<file path="src/rtl/uart_csr_bridge_if.sv">
// Byte-stream and CSR-bus bundle shared by the UART, uart_csr_bridge and the CSR block.
// The bridge takes the master side; the CSR block / UART model takes the slave side.
interface uart_csr_bridge_if #(
    parameter int ADDR_W = 8
);
    logic              rx_valid;
    logic [7:0]        rx_data;
    logic              tx_valid;
    logic [7:0]        tx_data;
    logic              tx_ready;
    logic              csr_wen;
    logic              csr_ren;
    logic [ADDR_W-1:0] csr_addr;
    logic [31:0]       csr_wdata;
    logic [31:0]       csr_rdata;

    modport master (
        input  rx_valid, rx_data, tx_ready, csr_rdata,
        output tx_valid, tx_data, csr_wen, csr_ren, csr_addr, csr_wdata
    );

    modport slave (
        output rx_valid, rx_data, tx_ready, csr_rdata,
        input  tx_valid, tx_data, csr_wen, csr_ren, csr_addr, csr_wdata
    );
endinterface

</file>
<file path="src/rtl/uart_csr_bridge.sv">
// Host packet parser driving single-cycle CSR accesses and returning ACK/data/NAK bytes.
// Define UART_BRIDGE_CRC_EN to build the CRC-8 (poly 0x07) packet protection.
module uart_csr_bridge #(
    parameter int ADDR_W      = 8,
    parameter int TIMEOUT_CYC = 100000
) (
    input  logic              clk,
    input  logic              rst_n,
    uart_csr_bridge_if.master bus,
    input  logic              crc_en,
    output logic              rx_crc_error,
    output logic              rx_illegal_cmd,
    output logic              busy
);
    localparam logic [7:0] CMD_WR  = 8'h01;
    localparam logic [7:0] CMD_RD  = 8'h02;
    localparam logic [7:0] RSP_ACK = 8'hA1;
    localparam logic [7:0] RSP_RD  = 8'hA2;
    localparam logic [7:0] RSP_NAK = 8'hEE;
    localparam int         TMO_W   = $clog2(TIMEOUT_CYC + 1);

    typedef enum logic [2:0] {S_IDLE, S_ADDR, S_DATA, S_CRC, S_EXEC, S_RESP} state_t;

    state_t           state, state_nxt;
    logic             is_write;
    logic [1:0]       byte_cnt;
    logic [2:0]       resp_idx, resp_last;
    logic [31:0]      rd_buf;
    logic [7:0]       resp_next;
    logic [TMO_W-1:0] tmo_cnt;
    logic             in_rx_state, rx_acc, timeout, tx_done;
    logic             crc_act, crc_ok;
    logic [7:0]       resp_crc;
    logic             csr_wen_d, csr_ren_d, ill_d, crc_err_d, tx_valid_d;
    logic [7:0]       tx_data_d;

    assign in_rx_state = (state == S_ADDR) || (state == S_DATA) || (state == S_CRC);
    assign rx_acc      = bus.rx_valid && (in_rx_state || (state == S_IDLE));
    assign timeout     = in_rx_state && (tmo_cnt == TMO_W'(TIMEOUT_CYC));
    assign tx_done     = bus.tx_valid && bus.tx_ready;

`ifdef UART_BRIDGE_CRC_EN
    logic [7:0] crc_q;

    function automatic logic [7:0] crc8_upd(input logic [7:0] crc, input logic [7:0] data);
        logic [7:0] c;
        c = crc ^ data;
        for (int i = 0; i < 8; i++) c = c[7] ? ((c << 1) ^ 8'h07) : (c << 1);
        return c;
    endfunction

    assign crc_ok = (bus.rx_data == crc_q);

    // crc_en is frozen at CMD so a mid-packet CSR write cannot change the framing.
    always_ff @(posedge clk or negedge rst_n) begin
        if (!rst_n) begin
            crc_q    <= 8'h00;
            crc_act  <= 1'b0;
            resp_crc <= 8'h00;
        end else begin
            if (rx_acc && (state == S_IDLE)) begin
                crc_q   <= crc8_upd(8'h00, bus.rx_data);
                crc_act <= crc_en;
            end else if (rx_acc && ((state == S_ADDR) || (state == S_DATA))) begin
                crc_q <= crc8_upd(crc_q, bus.rx_data);
            end
            if (state == S_EXEC)
                resp_crc <= crc8_upd(crc8_upd(crc8_upd(crc8_upd(crc8_upd(8'h00, RSP_RD),
                            bus.csr_rdata[7:0]), bus.csr_rdata[15:8]),
                            bus.csr_rdata[23:16]), bus.csr_rdata[31:24]);
        end
    end
`else
    logic unused_crc_en;
    assign unused_crc_en = crc_en;
    assign crc_act       = 1'b0;
    assign crc_ok        = 1'b0;
    assign resp_crc      = 8'h00;
`endif

    // NOTE: non-blocking assignments so every register samples pre-edge values.
    always_ff @(posedge clk or negedge rst_n) begin
        if (!rst_n) state <= S_IDLE;
        else        state <= state_nxt;
    end

    always_comb begin
        state_nxt = state;
        case (state)
            S_IDLE: if (bus.rx_valid)
                        state_nxt = ((bus.rx_data == CMD_WR) || (bus.rx_data == CMD_RD)) ? S_ADDR : S_RESP;
            S_ADDR: if (bus.rx_valid)
                        state_nxt = is_write ? S_DATA : (crc_act ? S_CRC : S_EXEC);
                    else if (timeout)
                        state_nxt = S_IDLE;
            S_DATA: if (bus.rx_valid) begin
                        if (byte_cnt == 2'd3) state_nxt = crc_act ? S_CRC : S_EXEC;
                    end else if (timeout) begin
                        state_nxt = S_IDLE;
                    end
            S_CRC:  if (bus.rx_valid)
                        state_nxt = crc_ok ? S_EXEC : S_RESP;
                    else if (timeout)
                        state_nxt = S_IDLE;
            S_EXEC: state_nxt = S_RESP;
            S_RESP: if (tx_done && (resp_idx == resp_last)) state_nxt = S_IDLE;
            default: state_nxt = S_IDLE;
        endcase
    end

    always_comb begin
        case (resp_idx)
            3'd0:    resp_next = rd_buf[7:0];
            3'd1:    resp_next = rd_buf[15:8];
            3'd2:    resp_next = rd_buf[23:16];
            3'd3:    resp_next = rd_buf[31:24];
            default: resp_next = resp_crc;
        endcase
    end

    always_comb begin
        // NOTE: every signal gets a default first so no path infers a latch.
        csr_wen_d  = 1'b0;
        csr_ren_d  = 1'b0;
        ill_d      = 1'b0;
        crc_err_d  = 1'b0;
        tx_valid_d = bus.tx_valid;
        tx_data_d  = bus.tx_data;
        if (state_nxt == S_EXEC) begin
            csr_wen_d = is_write;
            csr_ren_d = !is_write;
        end
        case (state)
            S_IDLE: if (state_nxt == S_RESP) begin
                        ill_d      = 1'b1;
                        tx_valid_d = 1'b1;
                        tx_data_d  = RSP_NAK;
                    end
            S_CRC:  if (state_nxt == S_RESP) begin
                        crc_err_d  = crc_act;
                        tx_valid_d = 1'b1;
                        tx_data_d  = RSP_NAK;
                    end
            S_EXEC: begin
                        tx_valid_d = 1'b1;
                        tx_data_d  = is_write ? RSP_ACK : RSP_RD;
                    end
            S_RESP: if (tx_done) begin
                        if (resp_idx == resp_last) tx_valid_d = 1'b0;
                        else                       tx_data_d  = resp_next;
                    end
            default: ;
        endcase
    end

    always_ff @(posedge clk or negedge rst_n) begin
        if (!rst_n) begin
            bus.tx_valid   <= 1'b0;
            bus.tx_data    <= 8'h00;
            bus.csr_wen    <= 1'b0;
            bus.csr_ren    <= 1'b0;
            bus.csr_addr   <= '0;
            bus.csr_wdata  <= 32'h0;
            rx_crc_error   <= 1'b0;
            rx_illegal_cmd <= 1'b0;
            busy           <= 1'b0;
            is_write       <= 1'b0;
            byte_cnt       <= 2'd0;
            resp_idx       <= 3'd0;
            resp_last      <= 3'd0;
            rd_buf         <= 32'h0;
            tmo_cnt        <= '0;
        end else begin
            bus.tx_valid   <= tx_valid_d;
            bus.tx_data    <= tx_data_d;
            bus.csr_wen    <= csr_wen_d;
            bus.csr_ren    <= csr_ren_d;
            rx_crc_error   <= crc_err_d;
            rx_illegal_cmd <= ill_d;
            busy           <= (state_nxt != S_IDLE);

            if (rx_acc || !in_rx_state) tmo_cnt <= '0;
            else if (!timeout)          tmo_cnt <= tmo_cnt + TMO_W'(1);

            case (state)
                S_IDLE: if (bus.rx_valid) begin
                            is_write  <= (bus.rx_data == CMD_WR);
                            byte_cnt  <= 2'd0;
                            resp_idx  <= 3'd0;
                            resp_last <= 3'd0;
                        end
                S_ADDR: if (bus.rx_valid) bus.csr_addr <= ADDR_W'(bus.rx_data);
                S_DATA: if (bus.rx_valid) begin
                            case (byte_cnt)
                                2'd0:    bus.csr_wdata[7:0]   <= bus.rx_data;
                                2'd1:    bus.csr_wdata[15:8]  <= bus.rx_data;
                                2'd2:    bus.csr_wdata[23:16] <= bus.rx_data;
                                default: bus.csr_wdata[31:24] <= bus.rx_data;
                            endcase
                            byte_cnt <= byte_cnt + 2'd1;
                        end
                S_EXEC: if (!is_write) begin
                            rd_buf    <= bus.csr_rdata;
                            resp_last <= crc_act ? 3'd5 : 3'd4;
                        end
                S_RESP: if (tx_done && (resp_idx != resp_last)) resp_idx <= resp_idx + 3'd1;
                default: ;
            endcase
        end
    end
endmodule

</file>
<file path="src/flat_wrapper.sv">
// flat-port wrapper written by rule: the top's interface ports become plain ports
module uart_csr_bridge_flat 
#(
    parameter int ADDR_W      = 8,
    parameter int TIMEOUT_CYC = 100000
)
  (clk, rst_n, crc_en, rx_crc_error, rx_illegal_cmd, busy, bus_rx_valid, bus_rx_data, bus_tx_ready, bus_csr_rdata, bus_tx_valid, bus_tx_data, bus_csr_wen, bus_csr_ren, bus_csr_addr, bus_csr_wdata);
  uart_csr_bridge_if #(.ADDR_W(ADDR_W)) bus_i ();
  input  logic clk;
  input  logic rst_n;
  input  logic crc_en;
  output logic rx_crc_error;
  output logic rx_illegal_cmd;
  output logic busy;
  input wire logic [$bits(bus_i.rx_valid)-1:0] bus_rx_valid;
  input wire logic [$bits(bus_i.rx_data)-1:0] bus_rx_data;
  input wire logic [$bits(bus_i.tx_ready)-1:0] bus_tx_ready;
  input wire logic [$bits(bus_i.csr_rdata)-1:0] bus_csr_rdata;
  output wire logic [$bits(bus_i.tx_valid)-1:0] bus_tx_valid;
  output wire logic [$bits(bus_i.tx_data)-1:0] bus_tx_data;
  output wire logic [$bits(bus_i.csr_wen)-1:0] bus_csr_wen;
  output wire logic [$bits(bus_i.csr_ren)-1:0] bus_csr_ren;
  output wire logic [$bits(bus_i.csr_addr)-1:0] bus_csr_addr;
  output wire logic [$bits(bus_i.csr_wdata)-1:0] bus_csr_wdata;
  assign bus_i.rx_valid = bus_rx_valid;
  assign bus_i.rx_data = bus_rx_data;
  assign bus_i.tx_ready = bus_tx_ready;
  assign bus_i.csr_rdata = bus_csr_rdata;
  assign bus_tx_valid = bus_i.tx_valid;
  assign bus_tx_data = bus_i.tx_data;
  assign bus_csr_wen = bus_i.csr_wen;
  assign bus_csr_ren = bus_i.csr_ren;
  assign bus_csr_addr = bus_i.csr_addr;
  assign bus_csr_wdata = bus_i.csr_wdata;
  uart_csr_bridge #(.ADDR_W(ADDR_W), .TIMEOUT_CYC(TIMEOUT_CYC)) u_core (.clk(clk), .rst_n(rst_n), .bus(bus_i), .crc_en(crc_en), .rx_crc_error(rx_crc_error), .rx_illegal_cmd(rx_illegal_cmd), .busy(busy));
endmodule
</file>
<file path="config.mk">
export PLATFORM = sky130hd
export DESIGN_NAME = uart_csr_bridge_flat
export DESIGN_NICKNAME = d
export VERILOG_FILES = /design/src/rtl/uart_csr_bridge_if.sv /design/src/rtl/uart_csr_bridge.sv /design/src/flat_wrapper.sv
export SDC_FILE = /design/constraint.sdc
export NUM_CORES = 1
export LEC_CHECK = 0
export CAP_MARGIN = 0
export CORE_ASPECT_RATIO = 1.25
export CORE_MARGIN = 10
export CORE_UTILIZATION = 56
export DETAILED_ROUTE_END_ITERATION = 16
export GPL_ROUTABILITY_DRIVEN = 0
export PLACE_DENSITY = 0.95
export RECOVER_POWER = 100
export SLEW_MARGIN = 15
export SYNTH_ARGS = -nofsm -noshare
export SYNTH_HDL_FRONTEND = slang
export SYNTH_SLANG_ARGS = --single-unit
</file>
<file path="constraint.sdc">
create_clock -name clk -period 5.2 [get_ports clk]
set_input_delay 0.78 -clock clk [delete_from_list [all_inputs] [get_ports clk]]
set_output_delay 0.78 -clock clk [all_outputs]
set_load 0.005 [all_outputs]
</file>
== After elaboration in Yosys (flattened, before gate mapping) ==
Cells that the tools add are included.

* $add $sub $neg: 3
* Equality and inequality tests: 27
* Mux-type cells: 34
* Bitwise logic cells: 2
* Reduce and logical (&&, ||, !) cells: 34

{| class="wikitable"
|+ Operators by type and width
! cell !! count
|-
| 3-bit two-way mux || 12
|-
| 17-bit two-way mux || 2
|-
| 8-bit case mux with 4 select lines || 1
|-
| 8-bit two-way mux || 3
|-
| 8-bit case mux with 3 select lines || 1
|-
| 3-bit AND reduction || 7
|-
| 3-bit case mux with 6 select lines || 1
|-
| 17-bit by 1-bit adder with 17-bit output (second input constant) || 1
|-
| 17-bit equality test (second input constant) || 1
|-
| 3-bit by 2-bit equality test with 1-bit output (second input constant) || 4
|-
| 3-bit equality test (second input constant) || 4
|-
| 3-bit case mux with 2 select lines || 2
|-
| 2-bit inequality test (second input constant) || 5
|-
| 8-bit by 1-bit equality test with 1-bit output (second input constant) || 1
|-
| 8-bit by 2-bit equality test with 1-bit output (second input constant) || 1
|-
| 2-bit by 1-bit inequality test with 1-bit output (second input constant) || 4
|-
| 4-bit AND reduction || 2
|-
| 1-bit two-way mux || 7
|-
| 3-bit by 1-bit equality test with 1-bit output (second input constant) || 2
|-
| 3-bit logical NOT || 2
|-
| 2-bit two-way mux || 3
|-
| 2-bit AND reduction || 3
|-
| 2-bit nonzero test || 3
|-
| 3-bit nonzero test || 2
|-
| 15 further kinds || 26
|}

* Register bits after elaboration: 114
* Input port bits: 45
* Logic and storage cells: 118

== Longest topological paths before layout ==
* Word-level depth: 10
* Gate-level depth with buffers: 8
* Mapped depth without buffers: 6

== Worst setup path after synthesis ==
OpenSTA, ideal clock, no wires.

* Path type: input-to-reg
* Start: input bus_rx_valid
* End: register u_core.bus.tx_data[0]
* Setup time: 0.125 ns
* Arrival: 2.141 ns
* Slack: 2.934 ns
* Stages: 4
* Path buffers: 0
* Path through: or3b_2 -> o221a_2 -> a22oi_2 -> mux2_2

* Longest elaborated chain between the ends: 5
* Elaborated cells on any way between the ends: 8
* Classes of those cells: eq/ne: 2; mux: 5; reduce/logical: 1

{| class="wikitable"
|+ Ends and longest elaborated chain
! what !! RTL line !! text
|-
| start: declaration || flat_wrapper.sv:15 || <nowiki>input wire logic [$bits(bus_i.rx_valid)-1:0] bus_rx_valid;</nowiki>
|-
| 3-bit two-way mux (on tied branches) || n/a ||
|-
| 3-bit case mux with 6 select lines * || uart_csr_bridge.sv:89 || <nowiki>case (state)</nowiki>
|-
| 3-bit equality test * || uart_csr_bridge.sv:134, uart_csr_bridge.sv:139 ||
|-
| 2-bit by 1-bit inequality test with 1-bit output (no source line) * || n/a ||
|-
| 4-bit AND reduction (no source line) * || n/a ||
|-
| end signal: assignment || uart_csr_bridge.sv:175 || <nowiki>bus.tx_data <= tx_data_d;</nowiki>
|-
| end: declaration || uart_csr_bridge_if.sv:19 || <nowiki>output tx_valid, tx_data, csr_wen, csr_ren, csr_addr, csr_wdata</nowiki>
|}

Every way passes the cells marked *; elsewhere a longest branch is shown, timed or not.
A chain may end at the register's enable or synchronous reset.

== Worst setup path after layout ==
* Start: input bus_rx_valid
* End: register u_core.bus.csr_addr[5]

* Longest elaborated chain between the ends: 1

{| class="wikitable"
|+ Ends and longest elaborated chain
! what !! RTL line !! text
|-
| 2-bit AND reduction (no source line) || n/a ||
|-
| end signal: assignment || uart_csr_bridge.sv:192 || <nowiki>S_ADDR: if (bus.rx_valid) bus.csr_addr <= ADDR_W'(bus.rx_data);</nowiki>
|-
| end: declaration || uart_csr_bridge_if.sv:19 ||
|}

Every way passes these cells.

==> out/results.ini <==
[clocking]
cts_resized=0
insertion_delay_ns=0.38
cts_setup_buffers=0
clockBufferDepth=2
clk_pin_slew_ns=0.10
cts_buffers=9
cts_tree=built
postCtsHoldBufs=0
root_buffer=clkbuf_8
h-tree-depth=3
cts.sinks=112

[timing]
worst-slew-pin-transition_ns=2.16
clock.fmax_ghz=0.315
slew_headroom_pct=-43.8
tns_ns=0
finClkSkew_ns=0.0115
setup_viol=0
whs_ns=0.508
finalCritPeriodShare_pct=61.1
hold_violations=0
report.final.slew_viol_count=106
fin_crit_ns=3.18
rsz0062_at_grt=no

[route]
routed_wl_um=12600
routedWlPerCell_um=20.2
drtAntennaViolNets=0
vias=3669
drc=0
drt_iter0_markers=266
firstDrtPassIters=5
via_per_inst=5.89

[synth]
synth-edff-count=0
avgSynthCellArea_um2=12.5
ys_seq_elements=112
synth_area_leaders=dfrtp_1, mux2_2, ha_1
synth_cells=407
synthesis.area_mm2=0.00507
yosysTopAreaCell=dfrtp_1
ys.flop_type=dfrtp_1
synthDistinctLibCells=54
async_reset_ff_share_pct=100
yosysSeqAreaShare_pct=55.3
synth_top_area_share_pct=55.3
synth_nets=464
yosys_warnings=0

[floorplan]
placement_rows=38
die_area_mm2=0.0133
io_pins=99
fp.dieH_um=126
die_w_um=105
core_mm2=0.00875
initial_core_util_pct=57.9

[placed_design]
placed_cells=607
portBuffers=96
hpwl_um=8890

[grt]
grt.total_usage_pct=19.0
grt_max_degree=72
grt_first_pass_wirelength_um=20400
grt_overflow=0
grt_pass1_vias=3850
grt_antenna_before_repair=0

[cells_and_area]
drive_above_1_share_pct=19.5
regArea_mm2=0.00280
utilization_pct=72.0
multi_input_area_mm2=0.00212
area_delta_synth_final_pct=24.2
layout.nets=555
nFillCells=573
num_antenna_cells=0
final_cells=623

[power_and_ir_drop]
power_mw=2.78
power.density_mw_per_mm2=441
vdd_drop_max_uv=227
power.leakage_nw=2.81

[critical_path]
cp-end-kind=flip-flop
crit_required_ns=5.47
cp_slowest_cell=nor3_1
worstSetupPathType=in -> reg
path_max_fanout=9
path_cells=dlygate4sd3_1, nand2b_1, nor3_1, mux2_2
start_kind=input port
rrSetupSlack_ns=2.05
cp.arrival_ns=3.44
cpPeakStageDelay_ns=1.29

[worst_hold_path]
holdCritPathClass=in -> async

[status]
outcome=complete, but fails checks
violations=max-capacitance violations, max-slew violations

[flow_run]
maxCapViolCount=4

## routing by layer
layer / share of wire (%) / track usage (%)
met4: 2.2 / 7.69
met2: 54 / 33.8
met1: 40 / 22.3
met5: 0 / 0
met3: 4.2 / 3.29
## layout by cell type, fill, tap and decap left out, drive strengths merged, types with 10 or more instances in the layout
cell type      netlist  final
nand3               11     11
a21oi               11     11
inv                 12     12
nand2               28     28
clkdlybuf4s50        0     40
o21ai               18     18
xor2                10     10
dfrtp              112    112
ha                  12     12
dlygate4sd3          0     55
clkbuf              13     14
mux2                76     76
nor2                20     20
## synthesized netlist by cell type (8+ instances only)
cell / number
a21oi_1: 11
a222oi_1: 8
clkbuf_1: 13
dfrtp_1: 112
ha_1: 12
inv_1: 12
mux2_2: 74
nand2_1: 28
nand3_1: 11
nor2_1: 20
o21ai_0: 17
xor2_1: 10
## path summary, 6_finish.rpt
check	start	to	depth (start not counted)
min in group clk	u_core.bus.csr_wdata[15]$_DFFE_PN0P_	u_core.bus.csr_wdata[15]$_DFFE_PN0P_	1
hold / removal	rst_n	u_core.bus.csr_addr[3]$_DFFE_PN0P_	1
max in group asynchronous	rst_n	u_core.tmo_cnt[8]$_DFFE_PN0P_	2
setup / recovery	bus_rx_valid	u_core.bus.csr_addr[5]$_DFFE_PN0P_	4
setup reg to reg	u_core.state[0]$_DFF_PN0_	u_core.rd_buf[9]$_DFFE_PN0P_	4
hold reg to reg	u_core.bus.csr_wdata[15]$_DFFE_PN0P_	u_core.bus.csr_wdata[15]$_DFFE_PN0P_	1
## where the power goes
| group | internal, mW | total [mW] | switching, mW |
|---|---|---|---|
| registers | 1.10 | 1.27 | 0.176 |
| clock network | 0.249 | 0.538 | 0.289 |
| logic | 0.507 | 0.968 | 0.461 |
## metrics by stage
step	cell area, um2	setup slack (ns)
CTS	6320	2.44
global route	6300	1.64
detailed placement	6120	2.09
global placement	6120	2.13
floorplan	5070	2.93
finish	6300	2.02
## critical path: cells and delay by family
family	cells	cell delay, ns
and+or+nand+nor	2	1.51
buffers and inverters	1	0.70
muxes	1	0.44
## kinds of logic (layout without fill, tap and decap cells)
family,count (synthesis),count (layout),share of synthesized area [%]
DFF,112,112,55.3
adders and majority gates,12,12,2.96
muxes,81,81,17.9
other,1,1,0.0740
xor gates and xnor gates,13,13,2.25
AOI/OAI and AO/OA,56,56,7.80
buffers and inverters,30,126,2.44
and+or+nand+nor,102,102,11.3
## final cells by class
type,count,share of cell area (%)
Sequential cell,112,44.5
Clock inverter,4,0.835
Timing Repair Buffer,98,15.3
Clock buffer,12,2.46
Multi-Input combinational cell,265,33.7
Tap cell,120,2.38
Inverter,12,0.715
## sequential cells by signal, summed over array words and instances (netlist names)
name	flops
u_core.rx_illegal_cmd	1
u_core.rd_buf	32
u_core.bus.csr_wdata	32
u_core.bus.tx_valid	1
u_core.resp_last	1
u_core.state	3
u_core.bus.csr_addr	8
u_core.byte_cnt	2
u_core.busy	1
u_core.bus.tx_data	8
u_core.resp_idx	3
u_core.is_write	1
u_core.tmo_cnt	17
u_core.bus.csr_wen	1
u_core.bus.csr_ren	1
Power figures use the tool's default switching activity.
